File: src/rtl/symbol_feed_ctrl.sv
// Run sequencer for the matching engine: fetches packed 2-bit symbol words,
// streams one symbol per engine accept, holds BC_mode for the run, then drains and pulses done.
module symbol_feed_ctrl #(
  parameter int WORD_W    = 32,
  parameter int LEN_W     = 16,
  parameter int DRAIN_CYC = 4
) (
  input  logic              CLK,
  input  logic              RST,
  input  logic              start,
  input  logic              abort,
  input  logic [LEN_W-1:0]  seq_len,
  input  logic              bc_cfg,
  input  logic              in_valid,
  output logic              in_ready,
  input  logic [WORD_W-1:0] in_data,
  input  logic              eng_ready,
  output logic              sym_valid,
  output logic [1:0]        symbol,
  output logic              BC_mode,
  output logic              busy,
  output logic [LEN_W-1:0]  sym_cnt,
  output logic              done
);

  localparam int SPW   = WORD_W / 2;
  localparam int IDX_W = $clog2(SPW);
  localparam int DRN_W = $clog2(DRAIN_CYC + 1);
  localparam logic [IDX_W-1:0] IDX_LAST = IDX_W'(SPW - 1);
  localparam logic [LEN_W-1:0] SPW_L    = LEN_W'(SPW);

  typedef enum logic [2:0] {S_IDLE, S_FILL, S_STREAM, S_DRAIN, S_DONE} state_t;

  state_t              state_q, state_d;
  logic [LEN_W-1:0]    len_q, len_d;
  logic [LEN_W-1:0]    fetch_rem_q, fetch_rem_d;
  logic [WORD_W-1:0]   cur_q, cur_d, nxt_q, nxt_d;
  logic                cur_v_q, cur_v_d, nxt_v_q, nxt_v_d;
  logic [IDX_W-1:0]    idx_q, idx_d;
  logic [LEN_W-1:0]    sym_cnt_q, sym_cnt_d;
  logic [DRN_W-1:0]    drain_q, drain_d;
  logic                bc_q, bc_d;
  logic                sym_valid_q, sym_valid_d;
  logic [1:0]          symbol_q, symbol_d;
  logic [1:0]          cur_syms [SPW];
  logic                word_take, accept;

  // fetch_rem counts symbols not yet covered by a fetched word, so in_ready stops at ceil(len/SPW)
  assign in_ready  = ((state_q == S_FILL) || (state_q == S_STREAM)) && !nxt_v_q && (fetch_rem_q != '0);
  assign word_take = in_valid && in_ready;
  assign accept    = (state_q == S_STREAM) && sym_valid_q && eng_ready;

  assign sym_valid = sym_valid_q;
  assign symbol    = symbol_q;
  assign BC_mode   = bc_q;
  assign busy      = (state_q != S_IDLE);
  assign sym_cnt   = sym_cnt_q;
  assign done      = (state_q == S_DONE);

  always_comb begin
    state_d     = state_q;
    len_d       = len_q;
    fetch_rem_d = fetch_rem_q;
    cur_d       = cur_q;
    nxt_d       = nxt_q;
    cur_v_d     = cur_v_q;
    nxt_v_d     = nxt_v_q;
    idx_d       = idx_q;
    sym_cnt_d   = sym_cnt_q;
    drain_d     = drain_q;
    bc_d        = bc_q;

    if (word_take) begin
      fetch_rem_d = (fetch_rem_q > SPW_L) ? (fetch_rem_q - SPW_L) : '0;
    end

    case (state_q)
      S_IDLE: begin
        if (start) begin
          len_d       = seq_len;
          fetch_rem_d = seq_len;
          bc_d        = bc_cfg;
          sym_cnt_d   = '0;
          cur_v_d     = 1'b0;
          nxt_v_d     = 1'b0;
          idx_d       = '0;
          state_d     = (seq_len == '0) ? S_DONE : S_FILL;
        end
      end
      S_FILL: begin
        if (word_take) begin
          cur_d   = in_data;
          cur_v_d = 1'b1;
          idx_d   = '0;
          state_d = S_STREAM;
        end
      end
      S_STREAM: begin
        if (accept) begin
          sym_cnt_d = sym_cnt_q + LEN_W'(1);
          if ((sym_cnt_q + LEN_W'(1)) == len_q) begin
            state_d = S_DRAIN;
            drain_d = DRN_W'(DRAIN_CYC);
            cur_v_d = 1'b0;
            nxt_v_d = 1'b0;
          end else if (idx_q == IDX_LAST) begin
            // last symbol of cur consumed: refill from prefetch or the incoming word with no bubble
            idx_d = '0;
            if (nxt_v_q) begin
              cur_d   = nxt_q;
              nxt_v_d = 1'b0;
            end else if (word_take) begin
              cur_d = in_data;
            end else begin
              cur_v_d = 1'b0;
            end
          end else begin
            idx_d = idx_q + IDX_W'(1);
            if (word_take) begin
              nxt_d   = in_data;
              nxt_v_d = 1'b1;
            end
          end
        end else if (word_take) begin
          if (cur_v_q) begin
            nxt_d   = in_data;
            nxt_v_d = 1'b1;
          end else begin
            cur_d   = in_data;
            cur_v_d = 1'b1;
            idx_d   = '0;
          end
        end
      end
      S_DRAIN: begin
        if (drain_q <= DRN_W'(1)) begin
          state_d = S_DONE;
        end else begin
          drain_d = drain_q - DRN_W'(1);
        end
      end
      S_DONE: begin
        state_d = S_IDLE;
        bc_d    = 1'b0;
      end
      default: state_d = S_IDLE;
    endcase

    if (abort && (state_q != S_IDLE)) begin
      state_d   = S_IDLE;
      cur_v_d   = 1'b0;
      nxt_v_d   = 1'b0;
      idx_d     = '0;
      bc_d      = 1'b0;
      sym_cnt_d = sym_cnt_q;
    end
  end

  genvar gi;
  generate
    for (gi = 0; gi < SPW; gi++) begin : g_sym
      assign cur_syms[gi] = cur_d[2*gi +: 2];
    end
  endgenerate

  // Output symbol registers track the next buffer state so they are valid the cycle cur holds data
  always_comb begin
    sym_valid_d = (state_d == S_STREAM) && cur_v_d;
    symbol_d    = sym_valid_d ? cur_syms[idx_d] : 2'b00;
  end

  always_ff @(posedge CLK) begin
    if (RST) begin
      state_q     <= S_IDLE;
      len_q       <= '0;
      fetch_rem_q <= '0;
      cur_q       <= '0;
      nxt_q       <= '0;
      cur_v_q     <= 1'b0;
      nxt_v_q     <= 1'b0;
      idx_q       <= '0;
      sym_cnt_q   <= '0;
      drain_q     <= '0;
      bc_q        <= 1'b0;
      sym_valid_q <= 1'b0;
      symbol_q    <= 2'b00;
    end else begin
      state_q     <= state_d;
      len_q       <= len_d;
      fetch_rem_q <= fetch_rem_d;
      cur_q       <= cur_d;
      nxt_q       <= nxt_d;
      cur_v_q     <= cur_v_d;
      nxt_v_q     <= nxt_v_d;
      idx_q       <= idx_d;
      sym_cnt_q   <= sym_cnt_d;
      drain_q     <= drain_d;
      bc_q        <= bc_d;
      sym_valid_q <= sym_valid_d;
      symbol_q    <= symbol_d;
    end
  end

endmodule

File: config.mk
export PLATFORM = sky130hd
export DESIGN_NAME = symbol_feed_ctrl
export DESIGN_NICKNAME = d
export VERILOG_FILES = /design/src/rtl/symbol_feed_ctrl.sv
export SDC_FILE = /design/constraint.sdc
export NUM_CORES = 1
export LEC_CHECK = 0
export CORE_ASPECT_RATIO = 1.75
export CORE_MARGIN = 3
export CORE_UTILIZATION = 45
export CTS_CLUSTER_SIZE = 12
export DETAILED_ROUTE_END_ITERATION = 6
export PLACE_DENSITY = 0.65
export SETUP_SLACK_MARGIN = 0.15
export SLEW_MARGIN = 30
export SYNTH_ARGS = -nofsm -noshare
export SYNTH_HDL_FRONTEND = slang
export SYNTH_SLANG_ARGS = --single-unit
export TNS_END_PERCENT = 1
File: constraint.sdc
create_clock -name CLK -period 5.34 [get_ports CLK]
set_input_delay 1.068 -clock CLK [delete_from_list [all_inputs] [get_ports CLK]]
set_output_delay 1.068 -clock CLK [all_outputs]
set_load 0.02 [all_outputs]
==> run summary <==
• **Area Growth Syn to Fin** 19.6%
• **Achievable Freq** 218 MHz
• **layout cells sized above 1** 0.0767
• **commonest non-fill, non-tap cell in the layout** sky130_fd_sc_hd__nand2_1
• **root cell of the clock tree** sky130_fd_sc_hd__clkbuf_16
• **sequential area share after synthesis** 0.323
• **CP Data Required Time** 5.67 ns
• **dominant synthesized flop cell** sky130_fd_sc_hd__dfxtp_1
• **setup repair after global routing missed its margin** false
• **leading cell types in the layout, fill and taps excluded** 142 x sky130_fd_sc_hd__nand2_1, 128 x sky130_fd_sc_hd__dfxtp_1, 114 x sky130_fd_sc_hd__nor2_1
• **starting utilization of the core area** 0.464
• **final setup skew** 0.00995 ns
• **Resized cells post-CTS** 0
• **number of endpoints with negative hold slack in the final report** 0
• **placement row count** 63
• **Placed Cells** 1304
• **total negative slack** 0 ns
• **Die Height** 182 um
• **gr busiest metal** met2
• **Die Footprint** 19300 um2
• **CP max FO** 14
• **R2R Path Start** sym_cnt[0]$_SDFFE_PP0P_
• **number of buffers added by the clock tree synthesis step** 17
• **WL final** 27700 um
• **EDFF count, synth** 0
• **CTS sink cnt** 128
• **vias after detailed routing** 8341
• **count of buffers added by post-CTS timing repair for setup** 0
• **global placement routability congestion** 0.953
• **CTS H-tree depth** 4
• **Tightest Hold Check Type** flip-flop to flip-flop
• **first-pass GRT wire length** 44000 um
• **input/output buffers** 77
• **initial antenna violation count** 1
• **clock tree from TritonCTS** done
• **net count after synthesis** 1110
• **pin slew with the least headroom to its limit** 0.971 ns
• **placeable core region** 17100 um2
• **post-detailed-route via-to-cell ratio** 6.24
• **horizontal extent of the die** 106 um
• **buffer levels on the longest clock path** 2
• **number of pins with negative max-slew slack in the final report** 0
• **pin count of the biggest net entering global routing** 68
• **worst path arrival time** 4.91 ns
• **area of the mapped netlist** 7940 um2
• **P_leak** 3.59 nW
• **cell count of the worst reg-to-reg path** 11
• **clock transition at the registers of the reported paths** 0.06 ns
• **element type at the critical path start** flip-flop
• **Detail Route Antenna Nets** 0
• **met2 track demand over resource in global routing** 0.524
• **PwrDens** 274 nW/um2
• **Hold-fix buffers, CTS** 0
• **reg-to-reg endpoint** symbol[1]$_SDFF_PP0_
• **Mean Syn Cell Area** 7.58 um2
• **source-to-sink clock delay at the later pin of the worst-skew pair** 0.44 ns
• **post-route non-filler standard cell count** 1336
• **number of DRC violations after detailed routing** 0
• **detailed-router iteration count before antenna repair** 5
• **synth warn** 0
• **gr usage total** 0.290
• **post-DP HPWL** 20200 um
• **final layout net count** 1158
• **result of the run** completed
• **Worst Min Path Start** fetch_rem_q[3]$_SDFF_PP0_
• **DR WL/cell** 20.8 um
• **number of global-route vias before repair** 8113
• **FF-to-FF setup slack** 0.76 ns
• **slew margin rel.** 0.348
• **capturing element type of the critical path** flip-flop
• **worst supply voltage drop on vdd** 192 uV
• **utilization after layout** 0.555
• **period utilisation layout** 0.858
• **Crit Path Category** flip-flop to flip-flop
• **number of instances on the worst hold path** 2
• **DRC marker count from the first detailed-route iteration** 639
• **destination of the worst hold path** fetch_rem_q[3]$_SDFF_PP0_
• **global route overflow** 0
• **Async SR Flop Fraction** 0
• **met3 Usage GRT** 0.0498
• **global-route met1 utilization** 0.305
• **count of state elements after synthesis** 128
• **shortest period the worst path allows** 4.58 ns
• **final number of setup-violating endpoints** 0
• **distinct cell type count after synthesis** 80
• **max capacitance violation total** 0
• **number of primary I/O pins** 78
• **number of instances in the synthesized netlist** 1048
worst max-delay path, cell delays in order (launching register included):
cell and delay [ns]:
sky130_fd_sc_hd__dfxtp_1 0.45, sky130_fd_sc_hd__ha_1 0.33, sky130_fd_sc_hd__nand3_4 0.14, sky130_fd_sc_hd__or4_4 0.60, sky130_fd_sc_hd__or3_4 0.42, sky130_fd_sc_hd__a2111o_4 0.57, sky130_fd_sc_hd__o21ai_2 0.65, sky130_fd_sc_hd__o21ai_0 0.27
sky130_fd_sc_hd__a21oi_1 0.20, sky130_fd_sc_hd__a2bb2oi_1 0.33, sky130_fd_sc_hd__o311ai_0 0.16, sky130_fd_sc_hd__o41ai_1 0.35
final cells by class:
type | instances | area [um2]
antenna | 1 | 2.50
tap | 227 | 284
clock inverter | 5 | 75.1
fill | 1675 | 7600
multi-input combinational | 831 | 5040
inverter | 16 | 60.1
clock buffer | 26 | 519
sequential | 128 | 2560
timing repair buffer | 102 | 956
logic make-up after synthesis:
| family | after synthesis | share of synthesized area |
|---|---|---|
| AND/OR/NAND/NOR | 410 | 0.243 |
| AO/OA/AOI/OAI | 320 | 0.262 |
| flip-flops | 128 | 0.323 |
| buffers and inverters | 89 | 0.0468 |
| multiplexers | 58 | 0.0741 |
| XOR/XNOR | 35 | 0.0386 |
| adder cells (fa/ha/maj) | 8 | 0.0123 |
sequential cells by signal, indices dropped and copies added (netlist names):
name,flops
sym_valid,1
state_q,3
idx_q,4
fetch_rem_q,16
len_q,16
nxt_v_q,1
sym_cnt,16
symbol,2
drain_q,3
cur_v_q,1
BC_mode,1
nxt_q,32
cur_q,32
layer usage:
layer | vias up | wire length (um)
li1 | 3921 | -
met1 | 3958 | 9880
met2 | 362 | 14600
met3 | 100 | 1630
met4 | 0 | 1630
met5 | - | 0
worst max path at each step:
stage                       startpoint                   end  cells after the start
5_1_grt        sym_cnt[0]$_SDFFE_PP0P_  symbol[1]$_SDFF_PP0_                     11
4_1_cts        sym_cnt[0]$_SDFFE_PP0P_  symbol[1]$_SDFF_PP0_                     11
6_report       sym_cnt[0]$_SDFFE_PP0P_  symbol[1]$_SDFF_PP0_                     11
3_5_place_dp   sym_cnt[0]$_SDFFE_PP0P_  symbol[1]$_SDFF_PP0_                     11
3_3_place_gp                 eng_ready  symbol[0]$_SDFF_PP0_                     12
2_1_floorplan  sym_cnt[0]$_SDFFE_PP0P_  symbol[1]$_SDFF_PP0_                     11
stage by stage:
step / total power, mW / setup WS, ns / hold WS (ns) / area (um2)
after floorplan: 1.27 / 1.41 / 0.436 / 7940
after global placement: 1.42 / 0.966 / 0.443 / 8890
after detailed placement: 1.42 / 0.892 / 0.450 / 8900
after CTS: 2.61 / 0.753 / 0.457 / 9490
after global routing: 2.68 / 0.504 / 0.486 / 9500
final: 2.60 / 0.759 / 0.453 / 9500
where the power goes:
part	leakage [nW]	switching (mW)	internal, mW	total (mW)
logic	2.26	0.254	0.146	0.400
registers	1.04	0.0270	0.983	1.01
clock network	0.296	0.433	0.757	1.19
cell usage after synthesis, drive strengths merged, types with 18 or more instances:
| cell type | number | share of area |
|---|---|---|
| nor2 | 116 | 0.055 |
| nor3 | 25 | 0.016 |
| clkbuf | 55 | 0.026 |
| nand2 | 142 | 0.067 |
| a31oi | 18 | 0.016 |
| a21oi | 115 | 0.072 |
| xnor2 | 20 | 0.022 |
| o21ai | 72 | 0.046 |
| dfxtp | 128 | 0.32 |
| buf | 18 | 0.013 |
| mux2i | 52 | 0.066 |
| nand3 | 37 | 0.026 |
(Power assumes the default switching activity.)
